`config.mk`:
```
export PLATFORM = sky130hd
export DESIGN_NAME = imm_extend_pipe
export DESIGN_NICKNAME = d
export VERILOG_FILES = /design/src/rtl/imm_ext_pkg.sv /design/src/rtl/imm_extend_core.sv /design/src/rtl/imm_extend_pipe.sv
export SDC_FILE = /design/constraint.sdc
export NUM_CORES = 1
export LEC_CHECK = 0
export ABC_CLOCK_PERIOD_IN_PS = 1410
export BUFFER_PORTS_ARGS = -buffer_cell sky130_fd_sc_hd__clkbuf_2
export CAP_MARGIN = 20
export CORE_ASPECT_RATIO = 1.5
export CORE_MARGIN = 3
export CORE_UTILIZATION = 50
export CTS_BUF_LIST = sky130_fd_sc_hd__clkbuf_4
export DETAILED_ROUTE_END_ITERATION = 16
export GPL_TIMING_DRIVEN = 0
export PLACE_DENSITY = 0.78
export SLEW_MARGIN = 5
export SYNTH_ARGS = -nofsm -noshare
export SYNTH_HDL_FRONTEND = slang
export SYNTH_SLANG_ARGS = --single-unit
```
`constraint.sdc`:
```
create_clock -name clk -period 1.41 [get_ports clk]
set_input_delay 0.0705 -clock clk [delete_from_list [all_inputs] [get_ports clk]]
set_output_delay 0.0705 -clock clk [all_outputs]
set_load 0.02 [all_outputs]
```
`src/rtl/imm_ext_pkg.sv`:
```
// Shared types and default widths for the immediate-extension pipeline.
package imm_ext_pkg;

    localparam int unsigned IMM_W  = 16;
    localparam int unsigned WORD_W = 32;

    typedef enum logic [1:0] {
        SIGN   = 2'b00,
        ZERO   = 2'b01,
        UPPER  = 2'b10,
        BRANCH = 2'b11
    } ext_mode_t;

endpackage : imm_ext_pkg

```
`src/rtl/imm_extend_core.sv`:
```
// Combinational immediate extender: sign, zero, upper-placement and branch-offset forms.
module imm_extend_core
    import imm_ext_pkg::*;
#(
    parameter int unsigned IN_W  = IMM_W,
    parameter int unsigned OUT_W = WORD_W
) (
    input  ext_mode_t          mode_i,
    input  logic [IN_W-1:0]    imm_i,
    output logic [OUT_W-1:0]   ext_c_o
);

    localparam int unsigned PAD_W = OUT_W - IN_W;

    if (OUT_W < IN_W + 2) begin : g_bad_width
        $error("imm_extend_core: OUT_W must be at least IN_W + 2");
    end

    logic [OUT_W-1:0] sext;

    // Select the extension form; sign extension is the shared base for SIGN and BRANCH.
    always_comb begin
        sext    = {{PAD_W{imm_i[IN_W-1]}}, imm_i};
        ext_c_o = sext;
        case (mode_i)
            SIGN:    ext_c_o = sext;
            ZERO:    ext_c_o = OUT_W'(imm_i);
            UPPER:   ext_c_o = {imm_i, {PAD_W{1'b0}}};
            BRANCH:  ext_c_o = {sext[OUT_W-3:0], 2'b00};
            default: ext_c_o = sext;
        endcase
    end

endmodule : imm_extend_core

```
`src/rtl/imm_extend_pipe.sv`:
```
// Pipelined immediate extender with valid/ready handshakes and a one-entry skid buffer.
module imm_extend_pipe
    import imm_ext_pkg::*;
#(
    parameter int unsigned IN_W  = IMM_W,
    parameter int unsigned OUT_W = WORD_W,
    parameter int unsigned TAG_W = 5
) (
    input  logic              clk,
    input  logic              reset_n,
    input  logic              in_valid,
    output logic              in_ready,
    input  logic [IN_W-1:0]   in_imm,
    input  ext_mode_t         in_mode,
    input  logic [TAG_W-1:0]  in_tag,
    output logic              out_valid,
    input  logic              out_ready,
    output logic [OUT_W-1:0]  out_data,
    output logic [TAG_W-1:0]  out_tag
);

    if (OUT_W < IN_W + 2) begin : g_bad_width
        $error("imm_extend_pipe: OUT_W must be at least IN_W + 2");
    end

    logic [OUT_W-1:0] ext_c;

    logic             out_valid_q, out_valid_d;
    logic [OUT_W-1:0] out_data_q,  out_data_d;
    logic [TAG_W-1:0] out_tag_q,   out_tag_d;
    logic             skid_valid_q, skid_valid_d;
    logic [OUT_W-1:0] skid_data_q,  skid_data_d;
    logic [TAG_W-1:0] skid_tag_q,   skid_tag_d;

    logic accept;
    logic drain;

    imm_extend_core #(
        .IN_W  (IN_W),
        .OUT_W (OUT_W)
    ) u_core (
        .mode_i  (in_mode),
        .imm_i   (in_imm),
        .ext_c_o (ext_c)
    );

    // Ready depends only on reset and skid occupancy, never on out_ready.
    assign in_ready  = reset_n && !skid_valid_q;
    assign accept    = in_valid && in_ready;
    assign drain     = out_valid_q && out_ready;

    assign out_valid = out_valid_q;
    assign out_data  = out_data_q;
    assign out_tag   = out_tag_q;

    // Next-state for out stage and skid: skid has priority into the out stage to keep FIFO order.
    always_comb begin
        out_valid_d  = out_valid_q;
        out_data_d   = out_data_q;
        out_tag_d    = out_tag_q;
        skid_valid_d = skid_valid_q;
        skid_data_d  = skid_data_q;
        skid_tag_d   = skid_tag_q;

        if (!out_valid_q || drain) begin
            if (skid_valid_q) begin
                out_valid_d  = 1'b1;
                out_data_d   = skid_data_q;
                out_tag_d    = skid_tag_q;
                skid_valid_d = 1'b0;
                if (accept) begin
                    skid_valid_d = 1'b1;
                    skid_data_d  = ext_c;
                    skid_tag_d   = in_tag;
                end
            end else if (accept) begin
                out_valid_d = 1'b1;
                out_data_d  = ext_c;
                out_tag_d   = in_tag;
            end else begin
                out_valid_d = 1'b0;
            end
        end else if (accept) begin
            skid_valid_d = 1'b1;
            skid_data_d  = ext_c;
            skid_tag_d   = in_tag;
        end
    end

    // State registers with synchronous active-low reset; in-flight items are discarded.
    always_ff @(posedge clk) begin
        if (!reset_n) begin
            out_valid_q  <= 1'b0;
            out_data_q   <= '0;
            out_tag_q    <= '0;
            skid_valid_q <= 1'b0;
            skid_data_q  <= '0;
            skid_tag_q   <= '0;
        end else begin
            out_valid_q  <= out_valid_d;
            out_data_q   <= out_data_d;
            out_tag_q    <= out_tag_d;
            skid_valid_q <= skid_valid_d;
            skid_data_q  <= skid_data_d;
            skid_tag_q   <= skid_tag_d;
        end
    end

endmodule : imm_extend_pipe

```
=== After elaboration in Yosys (flattened, before gate mapping) ===
Cells that the tools add are included.

* Word-level logic and storage cells: 36
* Register bits: 76
* Input bits: 27
* Output and inout bits: 39

* Multiplexer cells: 16
* Reductions and logical operators: 10
* Equality and inequality tests: 4

{| class="wikitable"
|+ Operator list
! kind !! count
|-
| 2-to-1 mux 32 bit || 5
|-
| case mux 32 bit (4 select lines) || 1
|-
| 2-to-1 mux 5 bit || 5
|-
| 2-to-1 mux 1 bit || 5
|-
| == test 2 bit (second input constant) || 2
|-
| nonzero test 2 bit || 2
|-
| logical AND 1 bit || 3
|-
| == test 2 x 1 -> 1 bit (second input constant) || 1
|-
| logical NOT 1 bit || 2
|-
| logical NOT 2 bit || 1
|-
| inequality test 2 bit (second input constant) || 1
|-
| AND reduction 2 bit || 1
|-
| logical OR 1 bit || 1
|}

=== Longest topological paths before layout ===
Gate-level depths: netlist of run 1.

* Word-level depth: 6
* Gate-level depth with buffers: 6
* Gate-level depth less buffers: 3

=== Hierarchy ===
A second synthesis of run 1 with hierarchy kept.

* Cell total of the unflattened synthesis: 445
* Area total of the unflattened synthesis: 4,015.1 um^2

{| class="wikitable"
|+ Modules (own cells, without submodules)
! module !! seq. area each (um^2) !! area an instance (um^2) !! cells an instance !! times used
|-
| imm_extend_pipe || 1,521.5 || 3,503.4 || 385 || 1
|-
| imm_extend_core || 0.0 || 511.7 || 60 || 1
|}

=== Worst setup path before layout of run 1 ===
OpenSTA, ideal clock, no wires.

* Path type: register to register
* Start point: reg out_valid_q, in the netlist out_valid
* End point: reg skid_data_q[27]
* Period minus slack after synthesis: 1.386 ns
* Library setup time: 0.137 ns
* Required time: 1.273 ns
* Path slack: 0.024 ns
* Data arrival time: 1.249 ns
* Cell stages (with the launch flop): 6
* Buffers on the path: 2
* Cell sequence: dfxtp_1 nand4bb_1 buf_2 a211oi_4 buf_6 a211oi_1

* Longest elaborated chain between the ends: 3
* Elaborated cells between the ends (all ways): 5
* Those cells by class: eq/ne (1); mux (1); reduce/logical (3)

{| class="wikitable"
|+ Ends and longest elaborated chain
! what !! line !! RTL
|-
| start, declared || imm_extend_pipe.sv:28 || <nowiki>logic out_valid_q, out_valid_d;</nowiki>
|-
| start signal, assigned || imm_extend_pipe.sv:100 || <nowiki>out_valid_q <= out_valid_d;</nowiki>
|-
| logical NOT 1 bit or logical AND 1 bit (tied branches) || imm_extend_pipe.sv:65, imm_extend_pipe.sv:50 ||
|-
| logical OR 1 bit (*) || imm_extend_pipe.sv:65 || <nowiki>if (!out_valid_q || drain) begin</nowiki>
|-
| inequality test 2 bit (no source line) or 2-to-1 mux 32 bit (tied branches) || -- ||
|-
| end signal, assigned || imm_extend_pipe.sv:104 || <nowiki>skid_data_q <= skid_data_d;</nowiki>
|-
| end, declared || imm_extend_pipe.sv:32 || <nowiki>logic [OUT_W-1:0] skid_data_q, skid_data_d;</nowiki>
|}

Mark *: on every way between the ends. The rest lies on a longest branch, timed or not.
A chain may end at the register's enable or synchronous reset.

=== Worst setup path in the final report of run 1 ===
* Start point: reg skid_valid_q
* End point: reg skid_data_q[21]

* Longest elaborated chain between the ends: 6
* Elaborated cells between the ends (all ways): 7
* Those cells by class: eq/ne (1); mux (3); reduce/logical (3)

{| class="wikitable"
|+ Ends and longest elaborated chain
! what !! line !! RTL
|-
| start, declared || imm_extend_pipe.sv:31 || <nowiki>logic skid_valid_q, skid_valid_d;</nowiki>
|-
| start signal, assigned || imm_extend_pipe.sv:103 || <nowiki>skid_valid_q <= skid_valid_d;</nowiki>
|-
| logical NOT 1 bit || imm_extend_pipe.sv:48 || <nowiki>assign in_ready = reset_n && !skid_valid_q;</nowiki>
|-
| logical AND 1 bit || imm_extend_pipe.sv:48 ||
|-
| logical AND 1 bit || imm_extend_pipe.sv:49 || <nowiki>assign accept = in_valid && in_ready;</nowiki>
|-
| 2-to-1 mux 32 bit (3 in series) || -- ||
|}

Several ways; a longest one is shown, not always the timed one. The select of a mux whose other input is x is not followed.

==> key figures, run 1 <==
Outcome
  • Outcome: finished, violations left
  • Failing checks: negative setup slack

Critical path
  • Critical-path maximum fanout: 7
  • Worst setup path class: flip-flop to flip-flop
  • Endpoint class of the critical path: flip-flop
  • CP Data Required Time: 1.71 ns
  • Most frequent CP cell: buf_6
  • Slowest stage delay, CP: 0.39 ns
  • Slowest CP cell: dfxtp_4
  • Critical-path cell list: nand4bb_4, buf_6, a211oi_4, buf_6, a211oi_1
  • CP bufs+invs: 2
  • Crit path DAT: between 1.5 and 2 ns
  • CP top delay family: flip-flops
  • CP startpoint kind: flip-flop

Global route
  • GRT Total Usage: 27.2%
  • M2 GR Usage: 44.0%
  • Met3 usage: 5.65%
  • Vias in the first global route: 3607
  • GR Overflow Total: 0
  • Grt peak-use layer: met2
  • Pin count of the biggest net entering global routing: 20
  • Global-route wire length before repair: 17.7 mm
  • Met1 Track Usage GR: 34.5%
  • Initial antenna violation count: 0

Routing
  • Via count: 3832
  • Drt wl/cell: around 20 um
  • DRC violations left: 0
  • ANT nets after route: 0
  • First DRT Iteration DRCs: 383
  • Aggregate routed wire length: 11.6 mm
  • Initial DRT Pass Iterations: 5
  • Vias/cell: about 6.5

STA
  • Fin crit share: 100%
  • Final setup viols: 3
  • Clk_skew: 0.0175 ns
  • Final hold slack: roughly 0.036 ns
  • Max Slew Vio Count: 0
  • F_max: between 700 and 800 MHz
  • Post-route setup slack: -0.00538 ns
  • Unrepaired setup endpoints after global routing: yes
  • Final hold violation count: 0
  • Slew HR: about three fifths
  • Tmin final: 1.42 ns
  • Worst-Margin Slew: 0.614 ns

Place
  • Port buffer count: between 60 and 70
  • Post-DP Area: 4050 um2
  • Setup WS pre-CTS: -0.143 ns
  • Post-DP HPWL: 7.82 mm
  • RD Place Congestion: 0.873

Clocking
  • Worst-Skew Late Latency: 0.43 ns
  • Total CTS buffers: 9
  • Clock transition at path regs: 0.13 ns
  • TritonCTS clock tree: built
  • Clk sinks: 76
  • Root buf cell: clkbuf_4
  • Clk buf depth: 2
  • Htree depth: 3

Synthesis
  • Mapped cell area: 3640 um2
  • Cells after Synth: 404
  • Share of the synthesized area in the top cell type: between 40% and 50%
  • Synth top area cells: dfxtp_1, a21oi_1, a211oi_1
  • Number of library cell types mapped by synthesis: 37
  • Syn_nets: 431
  • Yosys top cell by area: dfxtp_1
  • Syn. warnings: 0
  • Sequential-to-total area share from yosys stat: a little over two fifths
  • Mean Syn Cell Area: 9.00 um2
  • Flop and latch count out of synthesis: 76

Worst hold path
  • Min-Delay Path Class: input port to flip-flop

Die
  • Die Span X: around 76 um
  • # rows: 37
  • Total die area: 8350 um2
  • Ports: 66
  • Chip height: 110 um
  • Core Footprint: 6940 um2
  • Initial core utilization: 52.4%

Layout
  • Share of layout cells above drive strength 1: 28.1%
  • Final Util: 66.4%
  • Layout area overhead: 26.9%
  • Final Cell Area: 4610 um2
  • Layout Nets: roughly 530
  • ANT cells: 0

Power
  • Maximum vdd drop: ~0.75 mV
  • Total power: 4520 uW
  • Leak Pwr: 0.00177 uW
  • Pwr dens: between 900 and 1000 nW/um2

Job
  • Max-cap violations: 0
[synthesized netlist by cell type, drive strengths merged]
master	number
dfxtp	76
a21oi	62
a211oi	38
buf	35
nand2	30
nor2b	16
nand2b	15
a211o	14
a221oi	14
a32o	14
o2111ai	14
o22ai	14
clkbuf	13
o21ai	9
nand3	7
mux2i	6
inv	5
nor2	5
nand4	3
a21o	2
and2	2
nor3b	2
a21boi	1
a311oi	1
and4bb	1
nand4bb	1
o21a	1
o221a	1
or2b	1
xnor2	1
[layout make-up]
class                   instances  area [um2]
repair buffers                 91         596
flip-flops and latches         76        1530
well taps                      78        97.6
clock inverters                 6        56.3
plain buffers                  47         335
multi-input cells             275        1910
inverters                       5        22.5
clock buffers                   9        67.6
fillers                       578        2330
[logic make-up (layout without fill, tap and decap cells)]
group / count (synthesis) / in the layout / synth area share [%]
buffers and inverters: 53 / 158 / 7.95
AO/OA/AOI/OAI: 185 / 185 / 36.0
multiplexers: 6 / 6 / 1.65
AND/OR/NAND/NOR: 83 / 83 / 12.1
XOR/XNOR: 1 / 1 / 0.447
flip-flops: 76 / 76 / 41.8
[repair_timing]
item	CTS	global route
gates cloned	0	1
setup endpoints to repair	56	50
hold buffers	21	0
pin swaps	2	13
gates resized for setup	23	32
setup buffers	2	4
endpoints found under the hold margin	24	0
[path summary, 6_finish.rpt]
kind                            depth (start not counted)               to         start  slack (ns)
worst max-delay path                                    5  skid_data_q[21]  skid_valid_q      -0.005
worst min-delay path                                    3     skid_valid_q      in_valid        0.04
worst max register to register                          5  skid_data_q[21]  skid_valid_q      -0.005
worst min register to register                          2     out_data[22]  out_data[22]        0.48
[report_power, final]
group | switching, uW | internal (uW)
logic | 546 | 369
clock network | 788 | 516
registers | 55.6 | 2240
[registers in the layout, indices dropped and copies added, names as in the netlist]
| register | cells |
|---|---|
| out_valid | 1 |
| skid_data_q | 32 |
| skid_valid_q | 1 |
| out_data | 32 |
| out_tag | 5 |
| skid_tag_q | 5 |
[placed cells by master, fill, tap and decap left out, drive strengths merged]
| master | instances |
|---|---|
| nand3 | 7 |
| nand4bb | 1 |
| mux2i | 6 |
| inv | 4 |
| a211o | 14 |
| o21a | 1 |
| or2b | 1 |
| nand4 | 3 |
| xnor2 | 1 |
| o22ai | 14 |
| o221a | 1 |
| a211oi | 38 |
| a21boi | 1 |
| a32o | 14 |
| clkbuf | 87 |
| dlygate4sd3 | 21 |
| nand2b | 15 |
| a311oi | 1 |
| and2 | 2 |
| clkinv | 4 |
| a221oi | 14 |
| buf | 38 |
| o21ai | 9 |
| a21oi | 62 |
| nor3b | 2 |
| nor2b | 16 |
| clkinvlp | 2 |
| and4bb | 1 |
| nor2 | 5 |
| a21o | 2 |
| o2111ai | 14 |
| nand2 | 30 |
| bufinv | 1 |
| dfxtp | 76 |
| dlymetal6s2s | 1 |
[metal layers]
metal | share of wire (%) | vias to the layer above | routed length, um
li1 | - | 1743 | -
met2 | 51 | 207 | 5950
met4 | 2.8 | 0 | 323
met3 | 7.5 | 39 | 871
met1 | 38 | 1843 | 4410
met5 | 0 | - | 0
[metrics by stage]
| stage | instances | setup TNS [ns] |
|---|---|---|
| 6_report | 587 | -0.00991 |
| 5_1_grt | 587 | -0.431 |
| 4_1_cts | 582 | -0.000951 |
| 3_5_place_dp | 545 | -4.32 |
| 3_3_place_gp | 545 | -2.83 |
| 2_1_floorplan | 404 | 0 |
[worst reg2reg max path, stage by stage, from the launching register on]
cell,delay (ns)
dfxtp_4,0.39
nand4bb_4,0.19
buf_6,0.15
a211oi_4,0.29
buf_6,0.18
a211oi_1,0.07
Power figures use the tool's default switching activity.
==> run 2, diff against run 1 <==
Settings changed: GPL_TIMING_DRIVEN 0 to 1, PLACE_DENSITY 0.78 to 0.73.
==> run 2 against run 1 <==
Core utilization decreased by 1.5 points; the run now ends clean; non-clock buffer count decreased by 18; highest routed layer unchanged; count of clock-buffer cells in the layout unchanged; critical path type is now flip-flop to output port; largest cell class unchanged.
==> key figures, run 2 (synthesis gave the netlist of run 1 again) <==
Outcome
  • Outcome: finished clean

Clocking
  • Worst-Skew Late Latency: 0.44 ns (about the same)
  • Clock transition at path regs: 0.12 ns (about the same)
  • Postcts setup bufs: 0 (-2)
  • Clk sinks: 76 (unchanged)
  • Htree depth: 3 (unchanged)
  • Clk buf depth: 2 (unchanged)
  • Root buf cell: clkbuf_4
  • TritonCTS clock tree: built
  • Total CTS buffers: 9 (unchanged)

Die
  • Initial core utilization: 52.4% (unchanged)
  • Ports: 66 (unchanged)
  • # rows: 37 (unchanged)
  • Core Footprint: 6940 um2 (unchanged)
  • Total die area: 8350 um2 (unchanged)
  • Die Span X: 75.6 um (unchanged)
  • Chip height: 110 um (unchanged)

Layout
  • ANT cells: 0 (unchanged)
  • Finished Layout Cells: 569 (-3.1%)
  • Commonest non-fill, non-tap cell in the layout: dfxtp_1
  • Commonest non-fill, non-tap cells in the layout: dfxtp_1, clkbuf_2, a21oi_1
  • Layout Nets: 514 (-3.4%)
  • Final Cell Area: 4510 um2 (-2.3%)
  • Layout fillers: 595 (+2.9%)
  • Share of layout cells above drive strength 1: 25.5% (-2.6 points)
  • Layout area overhead: 23.9%

Worst hold path
  • Hold endpoint: skid_data_q[16]
  • Min-Delay Path Class: input port to flip-flop
  • Hold path start: in_mode[0]
  • WHS Path Cells: 4 (+1)

Critical path
  • Reg-to-reg endpoint: skid_data_q[22]
  • Crit path DAT: 1.26 ns (-0.45 ns)
  • CP Data Required Time: 1.34 ns (-0.37 ns)
  • Worst R2R Start: skid_valid_q
  • R2r setup slk: 0.09 ns (+0.10 ns)
  • CP startpoint kind: flip-flop
  • Worst setup path class: flip-flop to output port
  • Critical-path maximum fanout: 18 (+11)
  • Endpoint class of the critical path: output port
  • R2R cell count: 4 (-1)

Place
  • Post-DP HPWL: 6.94 mm (-11%)
  • Port buffer count: 65 (+3.2%)
  • Placed Instances: 533 (-2.2%)
  • RD Place Congestion: 0.820 (-6.1%)
  • Post-DP Area: 4130 um2 (+2.1%)
  • Setup WS pre-CTS: 0.0594 ns (+0.203 ns)

Routing
  • Aggregate routed wire length: 10.5 mm (-9.3%)
  • ANT nets after route: 0 (unchanged)
  • Drt wl/cell: 18.4 um (-6.4%)
  • Initial DRT Pass Iterations: 5 (unchanged)
  • Vias/cell: 6.36 (-2.6%)
  • DRC violations left: 0 (unchanged)
  • First DRT Iteration DRCs: 373 (-2.6%)
  • Via count: 3617 (-5.6%)

STA
  • Fin crit share: 94.3% (-6.0 points)
  • Slew HR: 75.1% (+16 points)
  • Worst-Margin Slew: 0.374 ns (-0.240 ns)
  • Post-route setup slack: 0.0797 ns (+0.0851 ns)
  • F_max: 752 MHz (+6.4%)
  • TNS Setup: 0 ns (+0.00991 ns)
  • Unrepaired setup endpoints after global routing: no
  • Tmin final: 1.33 ns (-0.0851 ns)
  • Final hold violation count: 0 (unchanged)
  • Final setup viols: 0 (-3)
  • Max Slew Vio Count: 0 (unchanged)
  • Clk_skew: 0.0191 ns (+0.00154 ns)

Power
  • Maximum vdd drop: 0.672 mV (-11%)
  • Total power: 4510 uW (-0.22%)
  • Pwr dens: 1000 nW/um2 (+2.2%)
  • Leak Pwr: 0.00171 uW (-3.4%)

Job
  • Max-cap violations: 0 (unchanged)

Global route
  • Vias in the first global route: 3500 (-3.0%)
  • GR Overflow Total: 0 (unchanged)
  • Pin count of the biggest net entering global routing: 31 (+55%)
  • Global-route wire length before repair: 17.2 mm (-2.8%)
  • GRT Total Usage: 26.3% (-0.93 points)
  • Initial antenna violation count: 0 (unchanged)
## run 2: power by group
group | total, uW | switching (uW) | internal, uW
Clock | 1320 | 791 | 529
Sequential | 2300 | 54.1 | 2240
Combinational | 890 | 517 | 374
## run 2: timing repair
item	4_1_cts	5_1_grt
hold buffers	21	0
setup endpoints to repair	1	32
hold endpoints to repair	27	0
gates resized for setup	3	8
## run 2: layout make-up
type	count	area, um2	area share [%]
well taps	78	97.6	2.17
flip-flops and latches	76	1530	33.9
multi-input cells	275	1840	40.8
clock buffers	9	67.6	1.50
clock inverters	6	66.3	1.47
repair buffers	120	892	19.8
inverters	5	18.8	0.417
## run 2: critical path, cell delays in order, from the launching register on
cell     delay (ns)
dfxtp_4        0.39
buf_6          0.17
nor2_2         0.15
buf_6          0.13
## run 2: per-layer routing
metal	global-route usage, %	share of wire [%]
met5	0	0
met4	8.52	2.1
met3	5.65	6.7
met2	41.3	49
met1	35.2	42
## run 2: worst max-delay path by stage
stage | start | to | cells after the start
2_1_floorplan | out_valid | skid_data_q[27] | 5
3_3_place_gp | out_valid | skid_data_q[30] | 4
3_5_place_dp | out_valid | skid_data_q[22] | 4
4_1_cts | skid_valid_q | in_ready | 3
5_1_grt | skid_valid_q | in_ready | 3
6_report | skid_valid_q | in_ready | 3
## run 2: per-stage QoR
step	util, %	hold slack [ns]
floorplan	-	0.213
global placement	59.5	0.323
detailed placement	59.5	0.337
CTS	64.6	0.0732
global route	64.9	0.0864
finish	64.9	0.0831
==> run 3, diff against run 2 <==
Settings changed: ABC_AREA set to 1, PLACE_DENSITY 0.73 to 0.72.
==> run 3 against run 2 <==
Combinational power decreased by 15%; final area decreased by 3.9%; core utilization decreased by 5.4 points; first-iteration DRC count decreased by 53%; largest power group unchanged; highest routed layer unchanged.
==> key figures, run 3 <==
Place
  • RD Place Congestion: 0.847 (+3.3%)
  • Post-DP HPWL: 6.47 mm (-6.7%)
  • Port buffer count: 65 (unchanged)
  • Placed Instances: 698 (+31%)

Global route
  • GRT Total Usage: 22.7% (-3.6 points)
  • Vias in the first global route: 3382 (-3.4%)
  • Initial antenna violation count: 0 (unchanged)
  • GR Overflow Total: 0 (unchanged)
  • Global-route wire length before repair: 15.9 mm (-7.9%)
  • Pin count of the biggest net entering global routing: 45 (+45%)

Job
  • Max-cap violations: 0 (unchanged)

STA
  • Final hold violation count: 0 (unchanged)
  • F_max: 749 MHz (-0.42%)
  • Clk_skew: 0.0119 ns (-0.00721 ns)
  • Fin crit share: 94.7% (+0.40 points)
  • Max Slew Vio Count: 0 (unchanged)
  • TNS Setup: 0 ns (unchanged)
  • Final setup viols: 0 (unchanged)
  • Unrepaired setup endpoints after global routing: no
  • Tmin final: 1.34 ns (+0.00566 ns)
  • Slew HR: 74.2% (-0.86 points)
  • Worst-Margin Slew: 0.387 ns (+0.0129 ns)

Routing
  • DRC violations left: 0 (unchanged)
  • Initial DRT Pass Iterations: 5 (unchanged)
  • ANT nets after route: 0 (unchanged)
  • First DRT Iteration DRCs: 174 (-53%)
  • Drt wl/cell: 13.1 um (-29%)
  • Aggregate routed wire length: 9.43 mm (-10%)
  • Vias/cell: 5.16 (-19%)
  • Via count: 3723 (+2.9%)

Synthesis
  • Yosys top cell by area: dfxtp_1
  • Syn_nets: 583 (+35%)
  • Flop and latch count out of synthesis: 76 (unchanged)
  • Share of the synthesized area in the top cell type: 40.2% (-1.6 points)
  • Mean Syn Cell Area: 6.81 um2 (-24%)
  • Syn. warnings: 0 (unchanged)
  • Number of library cell types mapped by synthesis: 24 (-35%)
  • Xor/xnor share of the synthesized area: 0% (-0.45 points)
  • Cells after Synth: 556 (+38%)
  • Synth top area cells: dfxtp_1, nand2_1, nor2_1
  • Adder-cell share of the synthesized area: 0% (unchanged)
  • Commonest cells post-synth: nand2_1, nor2_1, dfxtp_1, o21ai_0, a21oi_1
  • Post-synth EDFFs: 0 (unchanged)
  • Synth async-reset ratio: 0% (unchanged)
  • Most frequent cell after synthesis: nand2_1
  • Multiplexer share of the synthesized area: 0% (-1.7 points)
  • Mapped cell area: 3780 um2 (+4.1%)
  • Main combinational cell family by area after synthesis: simple AND/OR/NAND/NOR gates
  • Synth Area in Compound Gates: 16.2% (-20 points)
  • Main flop type after synthesis: dfxtp_1
  • Sequential-to-total area share from yosys stat: 40.2% (-1.6 points)
  • Simple-gate share of the synthesized area: 33.9% (+22 points)

Layout
  • Share of layout cells above drive strength 1: 19.0% (-6.5 points)
  • Commonest non-fill, non-tap cell in the layout: nand2_1
  • ANT cells: 0 (unchanged)
  • Commonest non-fill, non-tap cells in the layout: nand2_1, nor2_1, dfxtp_1
  • Layout Nets: 645 (+25%)
  • Finished Layout Cells: 721 (+27%)
  • Layout fillers: 733 (+23%)
  • Layout area overhead: 14.4%

Clocking
  • Clock transition at path regs: 0.12 ns (about the same)
  • Total CTS buffers: 9 (unchanged)
  • Clk sinks: 76 (unchanged)
  • Worst-Skew Late Latency: 0.42 ns (-0.02 ns)
  • TritonCTS clock tree: built
  • Clk buf depth: 2 (unchanged)
  • Htree depth: 3 (unchanged)
  • Root buf cell: clkbuf_4

Critical path
  • Critical path endpoint: in_ready
  • R2r setup slk: 0.13 ns (+0.04 ns)
  • Endpoint class of the critical path: output port
  • Reg-to-reg endpoint: out_data[14]
  • CP startpoint kind: flip-flop
  • Slowest CP cell: dfxtp_4
  • CP bufs+invs: 2 (unchanged)
  • R2R cell count: 7 (+3)
  • Critical-path maximum fanout: 21 (+3)
  • Worst setup path class: flip-flop to output port
  • Crit path depth: 3 (unchanged)
  • CP top delay family: flip-flops
  • Slowest stage delay, CP: 0.42 ns (+0.03 ns)
  • Worst R2R Start: out_valid
  • CP Launch Point: skid_valid_q
  • Crit path DAT: 1.27 ns (about the same)
  • CP Data Required Time: 1.34 ns (about the same)
  • Critical-path cell list: buf_6, nor2_1, buf_2

Die
  • # rows: 38 (+2.7%)
  • Total die area: 8670 um2 (+3.8%)
  • Core Footprint: 7270 um2 (+4.8%)
  • Ports: 66 (unchanged)
  • Die Span X: 77.0 um (+1.9%)
  • Chip height: 113 um (+1.9%)
  • Initial core utilization: 52.0% (-0.35 points)

Outcome
  • Outcome: finished clean

Power
  • Leak Pwr: 0.00225 uW (+32%)
  • Pwr dens: 952 nW/um2 (-4.8%)
  • Maximum vdd drop: 0.510 mV (-24%)
  • Total power: 4120 uW (-8.5%)

Worst hold path
  • Min-Delay Path Class: input port to flip-flop
run 3: cell types whose count changed after synthesis, sizes merged, moves of 16 or more:
cell / previous run / this run
a211oi: 38 / 0
a21oi: 62 / 42
inv: 5 / 28
nand2: 30 / 138
nand3: 7 / 34
nor2: 5 / 111
nor2b: 16 / 0
nor3: 0 / 16
o21ai: 9 / 56
run 3: tightest hold or removal path, delay by kind of cell:
kind	cells	cell delay (ns)
and+or+nand+nor	4	0.26
buffers and inverters	1	0.11
run 3: metal layers:
layer | share of wire, % | wire length [um] | GRT usage (%) | vias to the layer above
met5 | 0 | 0 | 0 | -
met4 | 1.9 | 182 | 8.55 | 0
met3 | 4.8 | 456 | 4.57 | 17
met2 | 50 | 4680 | 37.3 | 99
met1 | 44 | 4110 | 29.5 | 1704
li1 | - | - | - | 1903
run 3: where the power goes:
group          leakage (uW)  internal, uW  total [uW]  switching, uW
Clock             0.0000593           350        1080            731
Combinational       0.00157           275         755            480
Sequential         0.000621          2240        2290           44.9
Total               0.00225          2860        4120           1260
run 3: how the worst min path moves through the flow:
stage | start | end | slack, ns | cells after the start
global placement | in_tag[0] | skid_tag_q[0] | 0.31 | 3
global route | in_mode[0] | skid_data_q[31] | 0.04 | 4
finish | in_imm[8] | skid_data_q[8] | 0.04 | 5
detailed placement | in_tag[0] | skid_tag_q[0] | 0.33 | 3
floorplan | in_tag[4] | skid_tag_q[4] | 0.21 | 2
CTS | in_mode[0] | skid_data_q[31] | 0.009 | 4
run 3: cells by family (layout without fill, tap and decap cells):
logic type / after synthesis / after routing
buffers and inverters: 68 / 133
and+or+nand+nor: 299 / 299
AOI/OAI and AO/OA: 113 / 113
DFF: 76 / 76
run 3: area by class of cell:
type / count / area (um2) / area share (%)
sequential: 76 / 1530 / 35.2
inverter: 28 / 113 / 2.60
multi-input combinational: 412 / 1900 / 43.9
timing repair buffer: 91 / 571 / 13.2
clock inverter: 4 / 18.8 / 0.434
clock buffer: 10 / 75.1 / 1.73
tap: 100 / 125 / 2.89
run 3: stage by stage:
step | setup slack [ns] | utilization (%) | hold WS (ns) | instance area (um2)
floorplan | 0.170 | - | 0.205 | 3780
global placement | 0.0918 | 56.6 | 0.314 | 4120
detailed placement | 0.0662 | 56.6 | 0.327 | 4120
CTS | 0.00574 | 59.2 | 0.00859 | 4310
global route | 0.00533 | 59.5 | 0.0443 | 4330
finish | 0.0741 | 59.5 | 0.0413 | 4330
run 3: repair_timing:
item / CTS / global route
resized for setup: 1 / 8
endpoints found under the setup margin: 1 / 39
hold buffers: 9 / 0
buffers inserted: 0 / 0
cloned: 0 / 0
endpoints found under the hold margin: 9 / 0
